[src/rtl/rs_encoder_stream_if.sv]
// Streaming codeword bus between a symbol source and the RS encoder.
// The slave side is the encoder; the master side drives message symbols.
interface rs_encoder_stream_if #(
  parameter int word_length = 8
);
  logic                   i_start_codeword;
  logic                   i_end_codeword;
  logic                   i_valid;
  logic [word_length-1:0] i_symbol;
  logic                   o_start_codeword;
  logic                   o_end_codeword;
  logic                   o_error;
  logic                   o_in_ready;
  logic                   o_valid;
  logic [word_length-1:0] o_symbol;

  modport slave (
    input  i_start_codeword, i_end_codeword, i_valid, i_symbol,
    output o_start_codeword, o_end_codeword, o_error, o_in_ready, o_valid, o_symbol
  );

  modport master (
    output i_start_codeword, i_end_codeword, i_valid, i_symbol,
    input  o_start_codeword, o_end_codeword, o_error, o_in_ready, o_valid, o_symbol
  );
endinterface

[src/rtl/rs_encoder_stream.sv]
// Systematic streaming Reed-Solomon encoder over GF(2^word_length).
// Message symbols are echoed with one cycle of latency while an LFSR
// divides by the generator polynomial; the n-k remainder symbols are then
// shifted out as parity while the input is held off.
module rs_encoder_stream #(
  parameter int word_length = 8,
  parameter int n           = 15,
  parameter int k           = 11
) (
  input  logic                clk,
  input  logic                rst,
  rs_encoder_stream_if.slave  bus
);

  localparam int NK   = n - k;
  localparam int CW   = $clog2(n + 1);
  localparam int PRIM = 'h11D;

  typedef logic [word_length-1:0] sym_t;
  typedef enum logic [1:0] {S_IDLE, S_MSG, S_PARITY} state_t;

  // GF(2^m) multiply: shift-and-add with reduction by the primitive polynomial.
  function automatic sym_t gf_mul(input sym_t a, input sym_t b);
    sym_t acc;
    sym_t aa;
    acc = '0;
    aa  = a;
    for (int i = 0; i < word_length; i++) begin
      if (b[i]) acc = acc ^ aa;
      if (aa[word_length-1]) aa = (aa << 1) ^ sym_t'(PRIM);
      else                   aa = aa << 1;
    end
    return acc;
  endfunction

  // Non-monic coefficients g[0..NK-1] of prod (x + alpha^i), alpha = 2.
  function automatic logic [NK*word_length-1:0] gen_poly();
    sym_t c [NK+1];
    sym_t root;
    logic [NK*word_length-1:0] res;
    for (int j = 0; j <= NK; j++) c[j] = '0;
    c[0] = sym_t'(1);
    root = sym_t'(1);
    for (int i = 0; i < NK; i++) begin
      for (int j = NK; j >= 1; j--) c[j] = c[j-1] ^ gf_mul(c[j], root);
      c[0] = gf_mul(c[0], root);
      root = gf_mul(root, sym_t'(2));
    end
    for (int j = 0; j < NK; j++) res[j*word_length +: word_length] = c[j];
    return res;
  endfunction

  localparam logic [NK*word_length-1:0] G_PACK = gen_poly();

  state_t         state_q, state_d;
  logic [CW-1:0]  cnt_q, cnt_d;
  sym_t           p_q [NK];
  sym_t           p_d [NK];
  logic           o_valid_q, o_valid_d;
  logic           o_start_q, o_start_d;
  logic           o_end_q, o_end_d;
  logic           o_err_q, o_err_d;
  logic           in_ready_q, in_ready_d;
  sym_t           o_sym_q, o_sym_d;

  sym_t           s_in;
  sym_t           fb;
  sym_t           seed [NK];
  sym_t           upd [NK];

  assign s_in = bus.i_symbol;

  // Candidate LFSR contents: fresh seed for a first symbol, or a normal division step.
  always_comb begin
    fb = s_in ^ p_q[NK-1];
    for (int j = 0; j < NK; j++) begin
      seed[j] = gf_mul(s_in, G_PACK[j*word_length +: word_length]);
    end
    upd[0] = gf_mul(fb, G_PACK[0 +: word_length]);
    for (int j = 1; j < NK; j++) begin
      upd[j] = p_q[j-1] ^ gf_mul(fb, G_PACK[j*word_length +: word_length]);
    end
  end

  // Framing FSM: next state, counter, LFSR and next registered outputs.
  always_comb begin
    state_d   = state_q;
    cnt_d     = cnt_q;
    p_d       = p_q;
    o_valid_d = 1'b0;
    o_start_d = 1'b0;
    o_end_d   = 1'b0;
    o_err_d   = 1'b0;
    o_sym_d   = o_sym_q;

    case (state_q)
      S_IDLE, S_MSG: begin
        if (bus.i_valid) begin
          if (bus.i_start_codeword) begin
            // A start always opens a new frame; inside MSG it is also a framing error.
            o_valid_d = 1'b1;
            o_start_d = 1'b1;
            o_sym_d   = s_in;
            o_err_d   = (state_q == S_MSG);
            if (bus.i_end_codeword) begin
              o_end_d = 1'b1;
              o_err_d = 1'b1;
              for (int j = 0; j < NK; j++) p_d[j] = '0;
              cnt_d   = '0;
              state_d = S_IDLE;
            end else begin
              p_d     = seed;
              cnt_d   = CW'(1);
              state_d = S_MSG;
            end
          end else if (state_q == S_IDLE) begin
            o_err_d = 1'b1;
          end else begin
            o_valid_d = 1'b1;
            o_sym_d   = s_in;
            if (cnt_q == CW'(k - 1)) begin
              // k-th symbol closes the message whether or not end was flagged.
              p_d     = upd;
              cnt_d   = '0;
              o_err_d = ~bus.i_end_codeword;
              state_d = S_PARITY;
            end else if (bus.i_end_codeword) begin
              o_end_d = 1'b1;
              o_err_d = 1'b1;
              for (int j = 0; j < NK; j++) p_d[j] = '0;
              cnt_d   = '0;
              state_d = S_IDLE;
            end else begin
              p_d   = upd;
              cnt_d = cnt_q + CW'(1);
            end
          end
        end
      end
      S_PARITY: begin
        o_valid_d = 1'b1;
        o_sym_d   = p_q[NK-1];
        for (int j = NK - 1; j >= 1; j--) p_d[j] = p_q[j-1];
        p_d[0] = '0;
        if (cnt_q == CW'(NK - 1)) begin
          o_end_d = 1'b1;
          cnt_d   = '0;
          state_d = S_IDLE;
        end else begin
          cnt_d = cnt_q + CW'(1);
        end
      end
      default: begin
        state_d = S_IDLE;
        cnt_d   = '0;
      end
    endcase

    in_ready_d = (state_d != S_PARITY);
  end

  // State, LFSR and output registers; reset abandons any frame in flight.
  always_ff @(posedge clk or posedge rst) begin
    if (rst) begin
      state_q    <= S_IDLE;
      cnt_q      <= '0;
      for (int j = 0; j < NK; j++) p_q[j] <= '0;
      o_valid_q  <= 1'b0;
      o_start_q  <= 1'b0;
      o_end_q    <= 1'b0;
      o_err_q    <= 1'b0;
      in_ready_q <= 1'b1;
      o_sym_q    <= '0;
    end else begin
      state_q    <= state_d;
      cnt_q      <= cnt_d;
      for (int j = 0; j < NK; j++) p_q[j] <= p_d[j];
      o_valid_q  <= o_valid_d;
      o_start_q  <= o_start_d;
      o_end_q    <= o_end_d;
      o_err_q    <= o_err_d;
      in_ready_q <= in_ready_d;
      o_sym_q    <= o_sym_d;
    end
  end

  assign bus.o_valid          = o_valid_q;
  assign bus.o_start_codeword = o_start_q;
  assign bus.o_end_codeword   = o_end_q;
  assign bus.o_error          = o_err_q;
  assign bus.o_in_ready       = in_ready_q;
  assign bus.o_symbol         = o_sym_q;

endmodule

[src/flat_wrapper.sv]
// flat-port wrapper written by rule: the top's interface ports become plain ports
module rs_encoder_stream_flat 
#(
  parameter int word_length = 8,
  parameter int n           = 15,
  parameter int k           = 11
)
  (clk, rst, bus_i_start_codeword, bus_i_end_codeword, bus_i_valid, bus_i_symbol, bus_o_start_codeword, bus_o_end_codeword, bus_o_error, bus_o_in_ready, bus_o_valid, bus_o_symbol);
  rs_encoder_stream_if #(.word_length(word_length)) bus_i ();
  input  logic clk;
  input  logic rst;
  input wire logic [$bits(bus_i.i_start_codeword)-1:0] bus_i_start_codeword;
  input wire logic [$bits(bus_i.i_end_codeword)-1:0] bus_i_end_codeword;
  input wire logic [$bits(bus_i.i_valid)-1:0] bus_i_valid;
  input wire logic [$bits(bus_i.i_symbol)-1:0] bus_i_symbol;
  output wire logic [$bits(bus_i.o_start_codeword)-1:0] bus_o_start_codeword;
  output wire logic [$bits(bus_i.o_end_codeword)-1:0] bus_o_end_codeword;
  output wire logic [$bits(bus_i.o_error)-1:0] bus_o_error;
  output wire logic [$bits(bus_i.o_in_ready)-1:0] bus_o_in_ready;
  output wire logic [$bits(bus_i.o_valid)-1:0] bus_o_valid;
  output wire logic [$bits(bus_i.o_symbol)-1:0] bus_o_symbol;
  assign bus_i.i_start_codeword = bus_i_start_codeword;
  assign bus_i.i_end_codeword = bus_i_end_codeword;
  assign bus_i.i_valid = bus_i_valid;
  assign bus_i.i_symbol = bus_i_symbol;
  assign bus_o_start_codeword = bus_i.o_start_codeword;
  assign bus_o_end_codeword = bus_i.o_end_codeword;
  assign bus_o_error = bus_i.o_error;
  assign bus_o_in_ready = bus_i.o_in_ready;
  assign bus_o_valid = bus_i.o_valid;
  assign bus_o_symbol = bus_i.o_symbol;
  rs_encoder_stream #(.word_length(word_length), .n(n), .k(k)) u_core (.clk(clk), .rst(rst), .bus(bus_i));
endmodule
[config.mk]
export PLATFORM = sky130hd
export DESIGN_NAME = rs_encoder_stream_flat
export DESIGN_NICKNAME = d
export VERILOG_FILES = /design/src/rtl/rs_encoder_stream_if.sv /design/src/rtl/rs_encoder_stream.sv /design/src/flat_wrapper.sv
export SDC_FILE = /design/constraint.sdc
export NUM_CORES = 1
export LEC_CHECK = 0
export ABC_AREA = 0
export CAP_MARGIN = 15
export CORE_ASPECT_RATIO = 1.5
export CORE_UTILIZATION = 65
export CTS_CLUSTER_SIZE = 10
export DETAILED_ROUTE_END_ITERATION = 8
export PLACE_DENSITY = 0.85
export SLEW_MARGIN = 20
export SYNTH_ARGS = -nofsm -noshare
export SYNTH_HDL_FRONTEND = slang
export SYNTH_SLANG_ARGS = --single-unit
[constraint.sdc]
create_clock -name clk -period 7.4 [get_ports clk]
set_input_delay 0.74 -clock clk [delete_from_list [all_inputs] [get_ports clk]]
set_output_delay 0.74 -clock clk [all_outputs]
set_load 0.03 [all_outputs]
==> results of run 1 <==
-- per-stage QoR --
| stage | util, % | setup WS, ns | cell area (sq um) | std cells |
|---|---|---|---|---|
| after CTS | 72.8 | 3.92 | 4270 | 496 |
| final | 72.8 | 3.84 | 4270 | 496 |
| after global routing | 72.8 | 3.78 | 4270 | 496 |
| after global placement | 71.1 | 3.58 | 4180 | 488 |
| after floorplan | - | 4.66 | 4010 | 420 |
| after detailed placement | 71.1 | 3.57 | 4180 | 488 |
-- cell usage in the layout (no fill, tap or decap), drive strengths merged, types with 2 or more instances in the layout --
cell type and count:
xnor2 80, dfrtp 50, nor2 37, nand2 37
xor2 33, clkdlybuf4s50 25, o21ai 20, a21oi 14
o22ai 13, a31oi 12, xnor3 9, a221oi 8
nand3 6, a22oi 6, nor2b 6, clkbuf 5
inv 5, mux2i 4, nor4 4, a22o 4
buf 4, nand2b 3, a222oi 3, a41oi 3
nor3 3, ha 3, mux2 3, a221o 2
o31ai 2, o221ai 2, o21bai 2, o221a 2
o32ai 2, a21o 2, clkinv 2
-- kinds of logic (layout without fill, tap and decap cells) --
| family | count (synthesis) | count (layout) |
|---|---|---|
| fa+ha+maj | 3 | 3 |
| compound gates | 98 | 98 |
| buf+inv | 38 | 42 |
| mux | 7 | 7 |
| flops | 51 | 51 |
| xor+xnor | 123 | 123 |
| simple gates | 100 | 100 |
-- routing by layer --
metal | vias up | wire length (um) | GRT usage (%)
li1 | 1471 | - | -
met1 | 1574 | 4130 | 43.6
met2 | 168 | 5530 | 60.8
met3 | 36 | 630 | 3.86
met4 | 0 | 460 | 17.2
met5 | - | 0 | 0
-- worst register-to-register path: stages, from the launching register on --
cell     delay, ns
dfrtp_1       0.49
or2_2         0.34
a21oi_1       0.35
a21o_2        0.40
inv_2         0.39
o21ai_0       0.35
nor2b_1       0.09
o21ai_0       0.16
o31ai_1       0.10
-- final cells by class --
class	count	share of cell area, %
multi-input cells	331	58.7
flip-flops and latches	51	29.9
repair buffers	29	6.56
well taps	72	2.11
clock buffers	5	1.61
clock inverters	3	0.644
inverters	5	0.469
-- state kept, by name, indices dropped and copies added (netlist names) --
name and count:
u_core.bus.o_start_codeword 1, u_core.bus.o_valid 1, u_core.p_q 32, u_core.bus.o_symbol 8
u_core.state_q 2, u_core.bus.o_end_codeword 1, u_core.bus.o_error 1, u_core.cnt_q 4
u_core.bus.o_in_ready 1
-- power groups by stage --
stage / clock (W) / sequential (W) / combinational (W)
floorplan: 0 / 0.000448 / 0.00134
global placement: 0 / 0.000477 / 0.00156
detailed placement: 0 / 0.000482 / 0.00161
CTS: 0.000178 / 0.000476 / 0.00162
global route: 0.000190 / 0.000488 / 0.00174
finish: 0.000179 / 0.000482 / 0.00164
-- worst paths after layout --
check                                    endpoint  slack (ns)
max in group asynchronous  u_core.bus.o_symbol[5]        5.98
min reg2reg                       u_core.cnt_q[3]        0.54
min in group asynchronous  u_core.bus.o_symbol[2]        0.89
max reg2reg                       u_core.cnt_q[3]        4.60
min                               u_core.cnt_q[3]        0.54
max                                 u_core.p_q[9]        3.84
==> flow_metrics.tcl, run 1 <==
set metrics [dict create \
    status "finished clean" \
    core_area_sq_um 5870 \
    numCtsBuffers 5 \
    cts-root-buf "clkbuf_8" \
    setup_viol 0 \
    peakVddDrop_mv 0.419 \
    synthXorXnorAreaFrac_pct 32.4 \
    seqPwrFrac_pct 20.9 \
    worstSetupPathType "primary input to flip-flop" \
    antenna_cells 0 \
    synth_top_family_by_area "XOR/XNOR gates" \
    viasPerCell 6.55 \
    holdCritStartpoint "u_core.cnt_q[3]" \
    finalNetCount 439 \
    synth-compound-area-share_pct 16.7 \
    switching_share_pct 45.3 \
    synth.area.mux_share_pct 1.84 \
    pwr-share-clk_pct 7.8 \
    crit_buf_inv 1 \
    first_pass_iters 8 \
    grt_pass1_wl_um 17000 \
    die_h_um 98.1 \
    worst_r2r_startpoint "u_core.state_q[0]" \
    dieArea_sq_um 6490 \
    synth_fa_ha_area_share_pct 0.937 \
    synth-seq-cells 51 \
    path_cells "clkdlybuf4s50_1 > xnor2_1 > xnor3_1 > xnor2_2 > mux2_2 > a222oi_1 > a21oi_1" \
    finalCritPeriodShare_pct 48.0 \
    rsz0062_at_grt "false" \
    slew_headroom_pct 37.9 \
    critPathMaxFanout 9 \
    rows 34 \
    p_comb_share_pct 71.3 \
    synth_top_area_cell "dfrtp_1" \
    min_period_ns 3.56 \
    cts.clk_slew.worst_paths_ns 0.12 \
    worstPathRequired_ns 7.59 \
    leakage_nw 1.72 \
    max_stage_delay_ns 0.77 \
    antenna_found_initial 0 \
    syn-num-nets 436 \
    clk_path_buf_depth 2 \
    hold_violations 0 \
    die_w_um 66.1 \
    postCtsHoldBufs 0 \
    port_buffers 25 \
    overflow 0 \
    drt-initial-drc-count 287 \
    clk_latency_ns 0.33 \
    clock_sinks 51 \
    drt-total-wl_um 10700 \
    synth_cell_types 53 \
    htreeDepth 2 \
    ff_latch_area_sq_um 1280 \
    grt_pass1_vias 3232 \
    power_density_nw_per_um2 538 \
    areaGrowthSynthToFinish_pct 6.69 \
    holdWs_ns 0.540 \
    post_drt_wl_per_cell_um 21.7 \
    grtUsageTotal_pct 35.6 \
    io-pin-count 26 \
    yosysSeqAreaShare_pct 31.9 \
    drive_gt1_share_pct 7.31 \
    dr_total_vias 3249 \
    ant_nets 0 \
    setup_tns_ns 0 \
    dp_hpwl_um 7700 \
    yosysMostFrequentCell "xnor2_1" \
    p_total_w 0.00230 \
    yosys-top-cells-count "xnor2_1, dfrtp_1, nand2_1, nor2_1, xor2_1" \
    grt_max_degree 52 \
    nFillCells 475 \
    cts_resized 0 \
    multi_input_area_sq_um 2510 \
    end_kind "flip-flop" \
    crit_cells 7 \
    synth_top_area_share_pct 31.2 \
    yosys.area_share.simple_pct 10.8 \
    maxSlewViolCount 0 \
    crit_path_start "bus_i_symbol[4]" \
    cp-start-kind "primary input" \
    p_int_w 0.00126 \
    cp.arrival_ns 3.74 \
    worstHoldPathCells 1 \
    synthesis.area_sq_um 4010 \
    critPathTopFamily "XOR/XNOR gates" \
    drcViolationCount 0 \
    maxClockFrequency_mhz 281 \
    yosys_warnings 0 \
    netlist_instances 420 \
    fin_worst_skew_ns 0.0165 \
    tightest_slew_ns 0.924 \
    hp-class "flip-flop to flip-flop" \
    p_sw_w 0.00104 \
    cts_setup_buffers 0 \
    avgSynthCellArea_sq_um 9.54 \
    synth-edff-count 0 \
    slowest_stage "xnor2_1" \
    initial_core_util_pct 68.2 \
    synthTopCellsByArea "dfrtp_1, xnor2_1, xor2_1" \
    synth_ff_type "dfrtp_1" \
    r2r_cells 8 \
    gp_congestion 1.04 \
    async_flop_share_pct 100 \
    cts_tree "yes" \
    maxCapViolCount 0 \
]
Note: power is estimated with default switching activity, not from simulation.
==> inputs of run 2 (changes only) <==
--- a/config.mk
+++ b/config.mk
@@ -8,10 +8,10 @@
 export ABC_AREA = 0
 export CAP_MARGIN = 15
 export CORE_ASPECT_RATIO = 1.5
-export CORE_UTILIZATION = 65
+export CORE_UTILIZATION = 60
 export CTS_CLUSTER_SIZE = 10
 export DETAILED_ROUTE_END_ITERATION = 8
-export PLACE_DENSITY = 0.85
+export PLACE_DENSITY = 0.8
 export SLEW_MARGIN = 20
 export SYNTH_ARGS = -nofsm -noshare
 export SYNTH_HDL_FRONTEND = slang
==> constraint.sdc (replaced) <==
create_clock -name clk -period 3.33 [get_ports clk]
set_input_delay 0.333 -clock clk [delete_from_list [all_inputs] [get_ports clk]]
set_output_delay 0.333 -clock clk [all_outputs]
set_load 0.03 [all_outputs]
==> run 2 against run 1 <==
Compared with the run above:
- combinational power grew 130%
- sequential power grew 130%
- highest routed layer unchanged
- critical endpoint is now u_core.p_q[20]
- die area up 8.1%
- critical path type unchanged
- clock power rose by 96%
- core utilization is 4.4 points lower
- first-iteration DRC count decreased by 6.6%
- global-route usage shrank 1.0 points
- cell count is 5.4% higher
==> flow_metrics.tcl, run 2 (same netlist as run 1, synthesis figures left out) <==
set metrics [dict create \
    clock_sinks 51 \
    power_density_nw_per_um2 1180 \
    grt_pass1_vias 3270 \
    cp.arrival_ns 3.08 \
    p_total_w 0.00522 \
    final_common_cell "xnor2_1" \
    dr_total_vias 3327 \
    maxCapViolCount 0 \
    r2r_cells 6 \
    worstSetupPathType "primary input to flip-flop" \
    timing.final.ws_setup_ns 0.454 \
    drcViolationCount 0 \
    antenna_cells 0 \
    areaGrowthSynthToFinish_pct 10.7 \
    grt_pass1_wl_um 17100 \
    status "finished clean" \
    min_period_ns 2.88 \
    cts_resized 0 \
    first_pass_iters 5 \
    clk_path_buf_depth 2 \
    viasPerCell 6.36 \
    largest_reg_flops 32 \
    rsz0062_at_grt "false" \
    drt-initial-drc-count 268 \
    die_w_um 68.7 \
    drt-total-wl_um 11200 \
    worstPathRequired_ns 3.53 \
    post_drt_wl_per_cell_um 21.3 \
    cp-start-kind "primary input" \
    maxSlewViolCount 0 \
    layout_common_cells "xnor2_1, dfrtp_1, nor2_1, nand2_1, xor2_1" \
    dp_hpwl_um 8290 \
    cts_tree "yes" \
    cts.clk_slew.worst_paths_ns 0.09 \
    grtUsageTotal_pct 34.5 \
    port_buffers 25 \
    antenna_found_initial 0 \
    worst_r2r_startpoint "u_core.p_q[0]" \
    initial_core_util_pct 61.7 \
    die_h_um 102 \
    rrSetupSlack_ns 0.73 \
    hold_violations 0 \
    overflow 0 \
    hp-class "primary input to asynchronous set/reset pin" \
    setup_viol 0 \
    postCtsHoldBufs 0 \
    cts_setup_buffers 0 \
    fin_worst_skew_ns 0.00955 \
    rows 36 \
    peakVddDrop_mv 0.955 \
    core_area_sq_um 6490 \
    cts-root-buf "clkbuf_8" \
    grt_max_degree 33 \
    holdWs_ns 0.441 \
    slew_headroom_pct 53.5 \
    setup_tns_ns 0 \
    gp_congestion 0.962 \
    htreeDepth 2 \
    ant_nets 0 \
    critPathMaxFanout 6 \
    place_ws_ns 0.164 \
    leakage_nw 1.82 \
    finalNetCount 462 \
    drive_gt1_share_pct 11.6 \
    regMostFlops "u_core.p_q" \
    nFillCells 544 \
    maxClockFrequency_mhz 348 \
    numCtsBuffers 5 \
    finalCritPeriodShare_pct 86.4 \
    io-pin-count 26 \
    tightest_slew_ns 0.696 \
    r2r-end "u_core.p_q[20]" \
    clk_latency_ns 0.31 \
    end_kind "flip-flop" \
    dieArea_sq_um 7010 \
]
==> run 2: cell types whose count changed in the layout (fill, tap and decap cells not counted) <==
| cell | previous run | this run |
|---|---|---|
| inv_2 | 1 | 2 |
| buf_4 | 4 | 27 |
| inv_8 | 1 | 0 |
| clkinvlp_4 | 1 | 0 |
| clkinv_4 | 1 | 0 |
| clkbuf_1 | 0 | 2 |
==> run 2: routing by layer <==
layer | wire, um | share of wire [%] | global-route usage, %
met3 | 675 | 6.1 | 5.92
met2 | 5650 | 51 | 57.1
met4 | 615 | 5.5 | 21.7
met1 | 4220 | 38 | 40.5
met5 | 0 | 0 | 0
==> run 2: stage by stage <==
step	utilization (%)	instances	cell area, sq um
floorplan	-	420	4010
global placement	67.1	515	4350
detailed placement	67.1	515	4350
CTS	68.4	523	4430
global route	68.4	523	4430
finish	68.4	523	4430
==> run 2: area by class of cell <==
class / instances / area, sq um / area share [%]
multi-input cells: 331 / 2510 / 56.6
flip-flops and latches: 51 / 1280 / 28.8
repair buffers: 52 / 453 / 10.2
well taps: 76 / 95.1 / 2.14
clock buffers: 7 / 76.3 / 1.72
inverters: 5 / 18.8 / 0.423
clock inverters: 1 / 5.00 / 0.113
==> run 2: worst max-delay path by stage <==
stage | start | endpoint | slack (ns) | cells after the start
detailed placement | bus_i_symbol[0] | u_core.p_q[20] | 0.16 | 7
finish | bus_i_symbol[0] | u_core.p_q[20] | 0.45 | 7
global route | bus_i_symbol[0] | u_core.p_q[20] | 0.41 | 7
global placement | bus_i_symbol[0] | u_core.p_q[20] | 0.14 | 7
floorplan | u_core.p_q[5] | u_core.p_q[15] | 0.99 | 7
CTS | bus_i_symbol[0] | u_core.p_q[20] | 0.50 | 7
==> run 2: worst max-delay path, cell delays in order <==
cell	delay, ns
clkdlybuf4s50_1	0.65
xnor2_2	0.50
xnor3_2	0.53
xnor2_2	0.35
xor2_2	0.28
xnor2_1	0.11
a221o_1	0.32
==> run 2: report_power, final <==
group,switching (W),internal [W]
clock,0.000203,0.000148
sequential,0.000278,0.000808
combinational,0.00183,0.00195
total,0.00231,0.00291
==> inputs of run 3 (changes only) <==
--- a/config.mk
+++ b/config.mk
@@ -8,6 +8,7 @@
 export ABC_AREA = 0
 export CAP_MARGIN = 15
 export CORE_ASPECT_RATIO = 1.5
+export CORE_MARGIN = 1
 export CORE_UTILIZATION = 60
 export CTS_CLUSTER_SIZE = 10
 export DETAILED_ROUTE_END_ITERATION = 8
==> results of run 3 <==
Same layout as run 2: the final DEF is identical, and so are final timing and power.
